--- config.mk ---
export PLATFORM = sky130hd
export DESIGN_NAME = mem_port_arbiter
export DESIGN_NICKNAME = d
export VERILOG_FILES = /design/src/rtl/mem_port_arbiter.sv
export SDC_FILE = /design/constraint.sdc
export NUM_CORES = 1
export LEC_CHECK = 0
export ABC_CLOCK_PERIOD_IN_PS = 2600
export CAP_MARGIN = 25
export CELL_PAD_IN_SITES_DETAIL_PLACEMENT = 0
export CELL_PAD_IN_SITES_GLOBAL_PLACEMENT = 2
export CORE_MARGIN = 3
export CORE_UTILIZATION = 22
export DETAILED_ROUTE_END_ITERATION = 8
export HOLD_SLACK_MARGIN = 0.1
export PLACE_DENSITY_LB_ADDON = 0.1
export SLEW_MARGIN = 5
export SYNTH_ARGS = -nofsm -noshare
export SYNTH_HDL_FRONTEND = slang
export SYNTH_SLANG_ARGS = --single-unit
--- constraint.sdc ---
create_clock -name clk -period 2.6 [get_ports clk]
set_clock_uncertainty 0.2 [all_clocks]
set_input_delay 0.52 -clock clk [delete_from_list [all_inputs] [get_ports clk]]
set_output_delay 0.52 -clock clk [all_outputs]
set_load 0.02 [all_outputs]
--- src/rtl/mem_port_arbiter.sv ---
// Shares one memory port between fetch and data requesters; strobes one cycle after grant, ready one cycle after mem_ready.
// Requesters hold until their ready pulse; data wins unless fetch has waited MAX_RUN data grants.
module mem_port_arbiter #(
   parameter int ADDR_W  = 32,
   parameter int DATA_W  = 32,
   parameter int MAX_RUN = 4
) (
   input  logic              clk,
   input  logic              rst,
   input  logic              imem_req,
   input  logic [ADDR_W-1:0] imem_addr,
   output logic [DATA_W-1:0] imem_rdata,
   output logic              imem_ready,
   input  logic              dmem_re,
   input  logic              dmem_wr,
   input  logic [ADDR_W-1:0] dmem_addr,
   input  logic [DATA_W-1:0] dmem_wdata,
   output logic [DATA_W-1:0] dmem_rdata,
   output logic              dmem_ready,
   output logic [ADDR_W-1:0] mem_addr,
   output logic [DATA_W-1:0] mem_wdata,
   output logic              mem_re,
   output logic              mem_wr,
   input  logic [DATA_W-1:0] mem_rdata,
   input  logic              mem_ready,
   output logic [1:0]        owner
);

   localparam int RUN_W = $clog2(MAX_RUN + 1);

   typedef enum logic [1:0] {
      IDLE = 2'b00,
      IMEM = 2'b01,
      DMEM = 2'b10
   } state_t;

   state_t           state;
   state_t           state_nxt;
   logic [RUN_W-1:0] run_cnt;
   logic             dreq;
   logic             run_ok;
   logic             grant_i;
   logic             grant_d;
   logic             done;

   assign dreq   = dmem_re | dmem_wr;
   // Data may only jump ahead of a waiting fetch while its run budget lasts.
   assign run_ok = !imem_req || (run_cnt < RUN_W'(MAX_RUN));

   always_ff @(posedge clk) begin
      if (rst) begin
         state <= IDLE;
      end else begin
         state <= state_nxt;
      end
   end

   always_comb begin
      state_nxt = state;
      case (state)
         IDLE: begin
            if (dreq && run_ok) begin
               state_nxt = DMEM;
            end else if (imem_req) begin
               state_nxt = IMEM;
            end
         end
         IMEM, DMEM: begin
            if (mem_ready) begin
               state_nxt = IDLE;
            end
         end
         default: state_nxt = IDLE;
      endcase
   end

   always_comb begin
      grant_i = (state == IDLE) && (state_nxt == IMEM);
      grant_d = (state == IDLE) && (state_nxt == DMEM);
      done    = (state != IDLE) && mem_ready;
      owner   = state;
   end

   always_ff @(posedge clk) begin
      if (rst) begin
         run_cnt    <= '0;
         mem_addr   <= '0;
         mem_wdata  <= '0;
         mem_re     <= 1'b0;
         mem_wr     <= 1'b0;
         imem_rdata <= '0;
         dmem_rdata <= '0;
         imem_ready <= 1'b0;
         dmem_ready <= 1'b0;
      end else begin
         imem_ready <= done && (state == IMEM);
         dmem_ready <= done && (state == DMEM);

         if (grant_i) begin
            mem_addr  <= imem_addr;
            mem_wdata <= '0;
            mem_re    <= 1'b1;
            mem_wr    <= 1'b0;
            run_cnt   <= '0;
         end else if (grant_d) begin
            mem_addr  <= dmem_addr;
            mem_wdata <= dmem_wdata;
            // A request with both strobes set is a write.
            mem_wr    <= dmem_wr;
            mem_re    <= !dmem_wr;
            if (!imem_req) begin
               run_cnt <= '0;
            end else if (run_cnt != RUN_W'(MAX_RUN)) begin
               run_cnt <= run_cnt + 1'b1;
            end
         end else if (done) begin
            mem_re <= 1'b0;
            mem_wr <= 1'b0;
            if (state == IMEM) begin
               imem_rdata <= mem_rdata;
            end else if (mem_re) begin
               dmem_rdata <= mem_rdata;
            end
         end
      end
   end

endmodule

==> flow_summary.yaml, run 1 <==
synthesis:
  synth_area_mm2: 0.005672
  synth-edff-count: 0
  synth_top_family_by_area: "compound AO/OA/AOI/OAI gates"
  synthMuxAreaShare_pct: 0
  ys_seq_area_share_pct: 48.36
  netlist_instances: 673
  synth_flop_cell: "dfxtp_1"
  synth-compound-area-share_pct: 25.06
  synthAdderAreaFrac_pct: 1.324
  ys_types: 37
  yosys.area_share.simple_pct: 19.41
  ys_warn_count: 0
  async_flop_share_pct: 0
  synthXorXnorAreaFrac_pct: 0
  synth.avg_cell_area_um2: 8.427
  syn_nets: 813
  synth_seq_cells: 137
flow_run:
  cap_violations: 0
place:
  io_buffers: 267
  hpwlAfterDp_um: 15350
  globalplace.congestion: 0.7704
  dp_slack_ps: -127.2
floorplan:
  die_area_mm2: 0.02774
  row_count: 58
  core_mm2: 0.02525
  dieWidth_um: 166.6
  die_h_um: 166.6
  initial_utilization_pct: 22.46
  num_io_pins: 268
finish:
  fillers: 2578
  final_core_util_pct: 37.31
  drive_gt1_share_pct: 11.11
  syn_to_final_growth_pct: 66.12
  nNetsFinal: 1063
  antenna_cells: 0
worst_setup_path:
  crit_family: "compound AO/OA/AOI/OAI gates"
  end_kind: "flop"
  cp_data_arrival_time_ps: 2480
  cp_cell_sequence: "inv_1 > ha_1 > nor2b_1 > o21ai_2 > o211ai_4 > or2_2 > buf_4 > a311oi_1"
  rr_worst_depth: 8
  cpMaxStageDelayCell: "or2_2"
  path_buf_inv: 2
  path_max_fanout: 11
  cpPeakStageDelay_ps: 340
  critical_path_class: "flop to flop"
  r2r_slack_ps: 240
  required_ps: 2710
  cp.depth: 8
  critPathLaunchType: "flop"
status:
  status: "completed"
global_routing:
  grt_antenna_before_repair: 0
  grt_max_degree: 66
  grt_pass1_vias: 5964
  grt_use_total_pct: 15.34
  grt_pass1_wl_um: 34050
  overflow: 0
power:
  ir_drop_v: 0.0003556
  leakagePower_nw: 3.183
  power_density_mw_per_mm2: 641.1
  power.total_w: 0.006040
route:
  viasPerCell: 4.656
  avgRoutedWirePerCell_um: 17.35
  drt-initial-drc-count: 285
  vias: 5894
  drt-total-wl_um: 21970
  drtPass1Iterations: 4
  ant_nets: 0
  drc: 0
timing:
  setup_ws_ps: 237.3
  tns_ps: 0
  tightestPinTransition_ps: 437.1
  whs_ps: 253.6
  period_share_pct: 90.87
  hold_violations: 0
  grt_setup_unrepaired: "no"
  layout_min_cycle_time_ps: 2363
  timing.final.max_slew_violations: 0
  max_freq_mhz: 423.3
  relSlewSlack_pct: 70.86
  setup_violations: 0
clocking:
  numCtsBuffers: 17
  clockBufferDepth: 2
  ctsHtreeMaxLevel: 4
  clock_latency_ps: 410
  cts_tree: "done"
  postCtsSetupRepairBufs: 0
  cts_resized: 0
  cts_hold_buf: 0
  cts_root_buf: "clkbuf_16"
  path_clk_slew_ps: 60
  cts.sinks: 137
min_path:
  worstHoldPathCells: 2
  min_path_type: "flop to flop"
## per-stage QoR
step	cells	instance area, um2
floorplan	673	5672
global placement	1234	8817
detailed placement	1234	8817
CTS	1266	9422
global route	1266	9422
finish	1266	9422
## state kept, by name, indices dropped and copies added (netlist names)
| name | flops |
|---|---|
| imem_rdata | 32 |
| mem_wr | 1 |
| mem_addr | 32 |
| dmem_ready | 1 |
| mem_wdata | 32 |
| dmem_rdata | 32 |
| run_cnt | 3 |
| owner | 2 |
| mem_re | 1 |
| imem_ready | 1 |
## final cells by class
type	instances	area, um2	area share (%)
clock buffers	19	432.9	4.595
repair buffers	297	3020	32.06
clock inverters	13	171.4	1.819
multi-input cells	464	2619	27.80
well taps	330	412.9	4.382
inverters	6	22.52	0.2390
flip-flops and latches	137	2743	29.11
## metal layers
layer	wire length, um	part of all wire (%)	vias up	GRT usage (%)
met5	0	0	-	0
met4	344	1.6	0	4.699
met3	1121	5.1	21	3.347
met2	10650	49	196	25.50
met1	9845	45	2802	19.98
li1	-	-	2875	-
## path summary, 6_finish.rpt
kind	from	end
setup / recovery	owner[0]	mem_addr[31]
hold / removal	imem_rdata[22]	imem_rdata[22]
setup reg to reg	owner[0]	mem_addr[31]
hold reg to reg	imem_rdata[22]	imem_rdata[22]
## synth_stat cells (3+ instances only)
cell type    n  area (um2)
ha_1         6       75.07
buf_6        4       45.04
a21oi_1    100       500.5
nor3_1      35       175.2
buf_2       16       80.08
nand3_1     65       325.3
nand2_1    130       488.0
nor2b_1      4       25.02
dfxtp_1    137        2743
buf_4        3       22.52
buf_1        3       11.26
inv_1        5       18.77
o21ai_1     66       330.3
a311oi_2    30       450.4
nor2_1       4       15.01
clkbuf_1    40       150.1
## worst min-delay path: stages, from the launching register on
cell and delay (ps):
dfxtp_1 310, nand2_1 50, a21oi_1 50
## power breakdown
part / internal (W) / switching (W)
Sequential: 0.00222 / 0.0000709
Combinational: 0.000599 / 0.000651
Clock: 0.00152 / 0.000974
## cell usage in the layout (no fill, tap or decap), types with 3 or more instances in the layout
cell type	count
nor2b_1	4
nand2_1	130
buf_4	21
buf_12	10
dfxtp_1	137
a21oi_1	100
a311oi_2	30
inv_1	5
clkinv_4	3
clkdlybuf4s50_1	266
clkinvlp_4	4
nor3_1	35
nand3_1	65
ha_1	6
bufinv_16	3
clkbuf_16	17
nor2_1	3
o21ai_1	66
## cells by family (layout without fill, tap and decap cells)
group / after synthesis / in the layout
fa+ha+maj: 6 / 6
simple gates: 248 / 248
buf+inv: 72 / 335
flops: 137 / 137
compound gates: 210 / 210
Note: power is estimated with default switching activity, not from simulation.
==> run 2: changes to the inputs <==
--- a/config.mk
+++ b/config.mk
@@ -6,7 +6,7 @@
 export NUM_CORES = 1
 export LEC_CHECK = 0
 export ABC_CLOCK_PERIOD_IN_PS = 2600
-export CAP_MARGIN = 25
+export CAP_MARGIN = 0
 export CELL_PAD_IN_SITES_DETAIL_PLACEMENT = 0
 export CELL_PAD_IN_SITES_GLOBAL_PLACEMENT = 2
 export CORE_MARGIN = 3
==> results of run 2 <==
The final DEF is identical to that of run 1; final timing and power are the same.
==> run 3: changes to the inputs <==
--- a/config.mk
+++ b/config.mk
@@ -14,7 +14,7 @@
 export DETAILED_ROUTE_END_ITERATION = 8
 export HOLD_SLACK_MARGIN = 0.1
 export PLACE_DENSITY_LB_ADDON = 0.1
-export SLEW_MARGIN = 5
+export SLEW_MARGIN = 40
 export SYNTH_ARGS = -nofsm -noshare
 export SYNTH_HDL_FRONTEND = slang
 export SYNTH_SLANG_ARGS = --single-unit
==> results of run 3 <==
The final DEF is identical to that of run 1; final timing and power are the same.
==> RTL edit 1 (config.mk and constraints of run 2) <==
The parameter `MAX_RUN` goes from 4 to 2.
--- a/src/rtl/mem_port_arbiter.sv
+++ b/src/rtl/mem_port_arbiter.sv
@@ -4,5 +4,5 @@
    parameter int ADDR_W  = 32,
    parameter int DATA_W  = 32,
-   parameter int MAX_RUN = 4
+   parameter int MAX_RUN = 2
 ) (
    input  logic              clk,
Behaviour: no difference found for any inputs over 4 cycles, from zero or initial values and one cycle with rst high; that may be too few to reach the edited logic, so the function may still have changed.
==> RTL edit 1 against run 2 <==
Final area is 3.7% lower. Synthesized area is 5.0% lower. Sequential cell count is 1 lower. Worst setup slack better by 0.051 ns. Routed wire length is 16% lower. Combinational power is 40% higher. Power is 8.1% higher. Count of clock-buffer cells in the layout stayed put. Final cell count is 6.9% lower. Critical path type unchanged.
==> RTL edit 1: results (changes against run 2) <==
| Metric | Value |
|---|---|
| Area of the multi-input gates | 0.002404 mm^2 (-8.2%) |
| Reg-to-reg slack, setup | 0.29 ns (+0.05 ns) |
| Worst-path maximum fanout | 26 (+15) |
| Met3 Usage GRT | 6.333% (+3.0 points) |
| GRT Total Usage | 13.83% (-1.5 points) |
| First-pass GRT wire length | 28680 um (-16%) |
| Non-clk invs | 4 (-2) |
| Mapped Avg Cell Area | 9.176 um^2 (+8.9%) |
| Min Hold Slack | 0.1518 ns (-0.1018 ns) |
| Part of the Yosys area used for sequential elements | 50.55% (+2.2 points) |
| Non-clk bufs | 288 (-3.0%) |
| R2R Path End | mem_wdata[6] |
| Syn Nets | 726 (-11%) |
| First-iteration detailed-routing DRC count | 175 (-39%) |
| Hold Crit Class | in2reg |
| Layout net count | 986 (-7.2%) |
| Highest ir drop seen on vdd | 0.3278 mV (-7.8%) |
| Multi-input gates | 400 (-14%) |
| Met2 routed WL | 8204 um (-23%) |
| Top-area cell type share of the netlist area | 50.55% (+2.2 points) |
| Pre-Repair DR Iteration Count | 4 (unchanged) |
| Filler cell count | 2384 (-7.5%) |
| Largest net degree at the start of global routing | 65 (-1.5%) |
| NonClk Buf Share | 32.54% (+0.48 points) |
| Synth async-reset ratio | 0% (unchanged) |
| DP Worst Slack | -0.04896 ns (+0.07823 ns) |
| Commonest cells in the netlist | dfxtp_1, nand2_1, a21oi_1 |
| Met3 wire len | 1906 um (+70%) |
| Data arrival, critical path | 2.42 ns (-0.06 ns) |
| Via density | 4.318 (-7.3%) |
| Layout Utilization | 38.20% (+0.89 points) |
| Leak | 3.179 nW (-0.13%) |
| Met2 usage in global routing | 21.90% (-3.6 points) |
| Synth Register Bits | 136 (-0.73%) |
| CP max-delay cell | dfxtp_2 |
| Finished Layout Cells | 1179 (-6.9%) |
| Met1 Wirelength | 8087 um (-18%) |
| Number of global-route vias before repair | 5233 (-12%) |
| Worst-skew pair later-pin latency | 0.41 ns (about the same) |
| Avg WL per Cell | 15.59 um (-10%) |
| Placed instance area | 0.008493 mm^2 (-3.7%) |
| Sequential Area | 0.002724 mm^2 (-0.68%) |
| Worst Hold End | mem_addr[6] |
| DP Wirelength | 12800 um (-17%) |
| Outcome | finished, final reports clean |
| M1 GR Usage | 16.99% (-3.0 points) |
| Critical path's largest stage delay | 0.36 ns (+0.02 ns) |
| Cell count of the worst hold path | 2 (unchanged) |
| Top post-synthesis cells by area | dfxtp_1, nand2_1, a21oi_1 |
| Placed insts | 1147 (-7.1%) |
| Measured slew at the worst slew-check pin | 0.4196 ns (-0.01752 ns) |
| Yosys cell types | 39 (+5.4%) |
| RePlAce Congestion | 0.7275 (-5.6%) |
-- RTL edit 1: cell types whose count changed after synthesis, sizes merged, moves of 30 or more --
| cell | delta |
|---|---|
| a311oi | -32 |
| nand3 | -65 |
| o22ai | +32 |
| mux2i | +32 |
| o21ai | -68 |
| nor3 | -31 |
| a211oi | +31 |
| nor2 | +30 |
-- RTL edit 1: worst max path at each step --
stage                        start  slack, ns             to  depth (start not counted)
after floorplan           owner[1]       0.42  mem_wdata[10]                          9
after global placement     dmem_wr     0.0003  mem_wdata[19]                          8
after detailed placement   dmem_wr      -0.05   mem_wdata[6]                          8
after CTS                 owner[0]       0.16   mem_wdata[6]                          9
after global routing      owner[0]       0.09   mem_wdata[6]                          9
final                     owner[0]       0.29   mem_wdata[6]                          8
-- RTL edit 1: power groups by stage --
stage | sequential (W) | combinational [W] | clock (W)
floorplan | 0.00264 | 0.000758 | 0
global placement | 0.00241 | 0.00175 | 0
detailed placement | 0.00242 | 0.00177 | 0
CTS | 0.00238 | 0.00177 | 0.00251
global route | 0.00240 | 0.00188 | 0.00259
finish | 0.00238 | 0.00175 | 0.00240
-- RTL edit 1: worst max-delay path, delay by kind of cell (launching register included) --
family                   cells  cell delay [ns]
buffers and inverters        3             0.48
flip-flops                   1             0.36
AO/OA/AOI/OAI                1             0.33
AND/OR/NAND/NOR              2             0.31
adder cells (fa/ha/maj)      1             0.30
multiplexers                 1             0.21
-- RTL edit 1: kinds of logic (layout without fill, tap and decap cells) --
logic type      after synthesis  in the layout  synth area share (%)
buf+inv                      51            324                 5.180
flops                       136            136                 50.55
simple gates                189            189                 14.52
mux                          32             32                 5.947
fa+ha+maj                     5              5                 1.161
compound gates              173            173                 22.14
xor+xnor                      1              1                0.5111
==> RTL edit 2 (config.mk and constraints of run 2) <==
Without the edit above. Make the reset (`rst`) asynchronous in 2 clocked blocks.
--- a/src/rtl/mem_port_arbiter.sv
+++ b/src/rtl/mem_port_arbiter.sv
@@ -48,5 +48,5 @@
    assign run_ok = !imem_req || (run_cnt < RUN_W'(MAX_RUN));
 
-   always_ff @(posedge clk) begin
+   always_ff @(posedge clk or posedge rst) begin
       if (rst) begin
          state <= IDLE;
@@ -82,5 +82,5 @@
    end
 
-   always_ff @(posedge clk) begin
+   always_ff @(posedge clk or posedge rst) begin
       if (rst) begin
          run_cnt    <= '0;
Formal check against the unedited RTL: differs if rst is asserted again (counterexample within 4 cycles, from zero or initial values and one cycle with rst high); with rst held inactive, the same outputs for 4 cycles.
==> RTL edit 2 against run 2 <==
Routed wire length shrank 22%. Sequential share of layout area grew 7.7 points. Sequential cell count is the same. Critical path depth is the same. Synthesized cell count shrank 45%. Worst setup slack gained 0.042 ns. Global-route usage shrank 2.5 points. Die area shrank 3.3%. Count of clock-buffer cells in the layout shrank 1. Synthesized area shrank 3.5%. Final area shrank 1.3%. Final cell count shrank 22%. Critical path type is now in2reg. Critical endpoint is now mem_addr[28]. Largest cell class is now flip-flops and latches.
Power is not compared: it rests on default switching activity, and its combinational part moved more than twofold at a synthesized area within 25%.
==> RTL edit 2: results (changes against run 2) <==
| Metric | Value |
|---|---|
| Ys flop type | dfrtp_1 |
| Placed instance area | 0.008672 mm^2 (-1.6%) |
| Synth async-reset ratio | 100.0% (+100 points) |
| Worst-path maximum fanout | 31 (+20) |
| DP Wirelength | 11980 um (-22%) |
| DP Worst Slack | -0.1451 ns (-0.01792 ns) |
| Avg WL per Cell | 17.25 um (-0.59%) |
| Portion of netlist area occupied by mux cells | 13.16% (+13 points) |
| Synth Area in Compound Gates | 16.64% (-8.4 points) |
| Post-Route WL | 17080 um (-22%) |
| Number of global-route vias before repair | 4669 (-22%) |
| Placed insts | 957 (-22%) |
| Hold Path Origin | mem_addr[26] |
| Adder-Cell Fraction of Synth Area | 1.371% (+0.047 points) |
| Critical path's largest stage delay | 0.44 ns (+0.10 ns) |
| Commonest cells in the netlist | dfrtp_1, a22o_1, mux2_2 |
| Mapped Avg Cell Area | 14.76 um^2 (+75%) |
| CP max-delay cell | clkdlybuf4s50_1 |
| Measured slew at the worst slew-check pin | 0.4609 ns (+0.02379 ns) |
| Reg2reg start | owner[0] |
| Largest net degree at the start of global routing | 83 (+26%) |
| CTS-repair resized insts | 0 (unchanged) |
| GRT Total Usage | 12.85% (-2.5 points) |
| Data arrival, critical path | 2.42 ns (-0.06 ns) |
| Outcome | finished, final reports clean |
| First-iteration detailed-routing DRC count | 140 (-51%) |
| Top post-synthesis cells by area | dfrtp_1, mux2_2, a22o_1 |
| Xor-xnor portion of the synthesized cell area | 0.1600% (+0.16 points) |
| Routed vias | 4218 (-28%) |
| Layout cells sized above 1 | 18.20% (+7.1 points) |
| Yosys cell types | 35 (-5.4%) |
| First-pass GRT wire length | 26610 um (-22%) |
| Part of the Yosys area used for sequential elements | 62.61% (+14 points) |
| Layout net count | 792 (-25%) |
| Crit path from | dmem_re |
-- RTL edit 2: metal layers --
layer  global-route usage, %  up-vias  routed length [um]
met4                   3.960        0                 170
met3                   5.952        9                1846
met2                   20.04      187                7861
li1                        -     1936                   -
met1                   15.89     2086                7198
met5                       0        -                   0
-- RTL edit 2: cell type report --
cell class | count | area (um^2)
Clock inverter | 14 | 197.7
Clock buffer | 18 | 429.2
Sequential cell | 137 | 3428
Antenna cell | 1 | 2.502
Timing Repair Buffer | 286 | 2928
Inverter | 6 | 26.28
Fill cell | 2378 | 15090
Multi-Input combinational cell | 204 | 1884
Tap cell | 324 | 405.4
-- RTL edit 2: power by group --
part | internal, W | switching, W
registers | 0.00311 | 0.000510
clock network | 0.00162 | 0.000984
logic | 0.00312 | 0.00285
-- RTL edit 2: critical path: cells and delay by family --
family | cells | cell delay (ns)
buf+inv | 3 | 0.79
simple gates | 2 | 0.45
compound gates | 3 | 0.64
-- RTL edit 2: logic make-up after synthesis --
kind of cell    Yosys count
xor+xnor                  1
mux                      64
simple gates             25
buf+inv                  30
compound gates          108
flops                   137
fa+ha+maj                 6
-- RTL edit 2: worst paths after layout --
kind                                  end  slack [ns]  cells past startpoint
setup / recovery             mem_addr[28]        0.28                      8
hold / removal               mem_addr[26]        0.27                      1
setup reg to reg             mem_addr[28]        0.29                      9
hold reg to reg              mem_addr[26]        0.27                      1
max in group asynchronous  dmem_rdata[13]        1.41                      3
min in group asynchronous    mem_addr[12]        0.38                      3
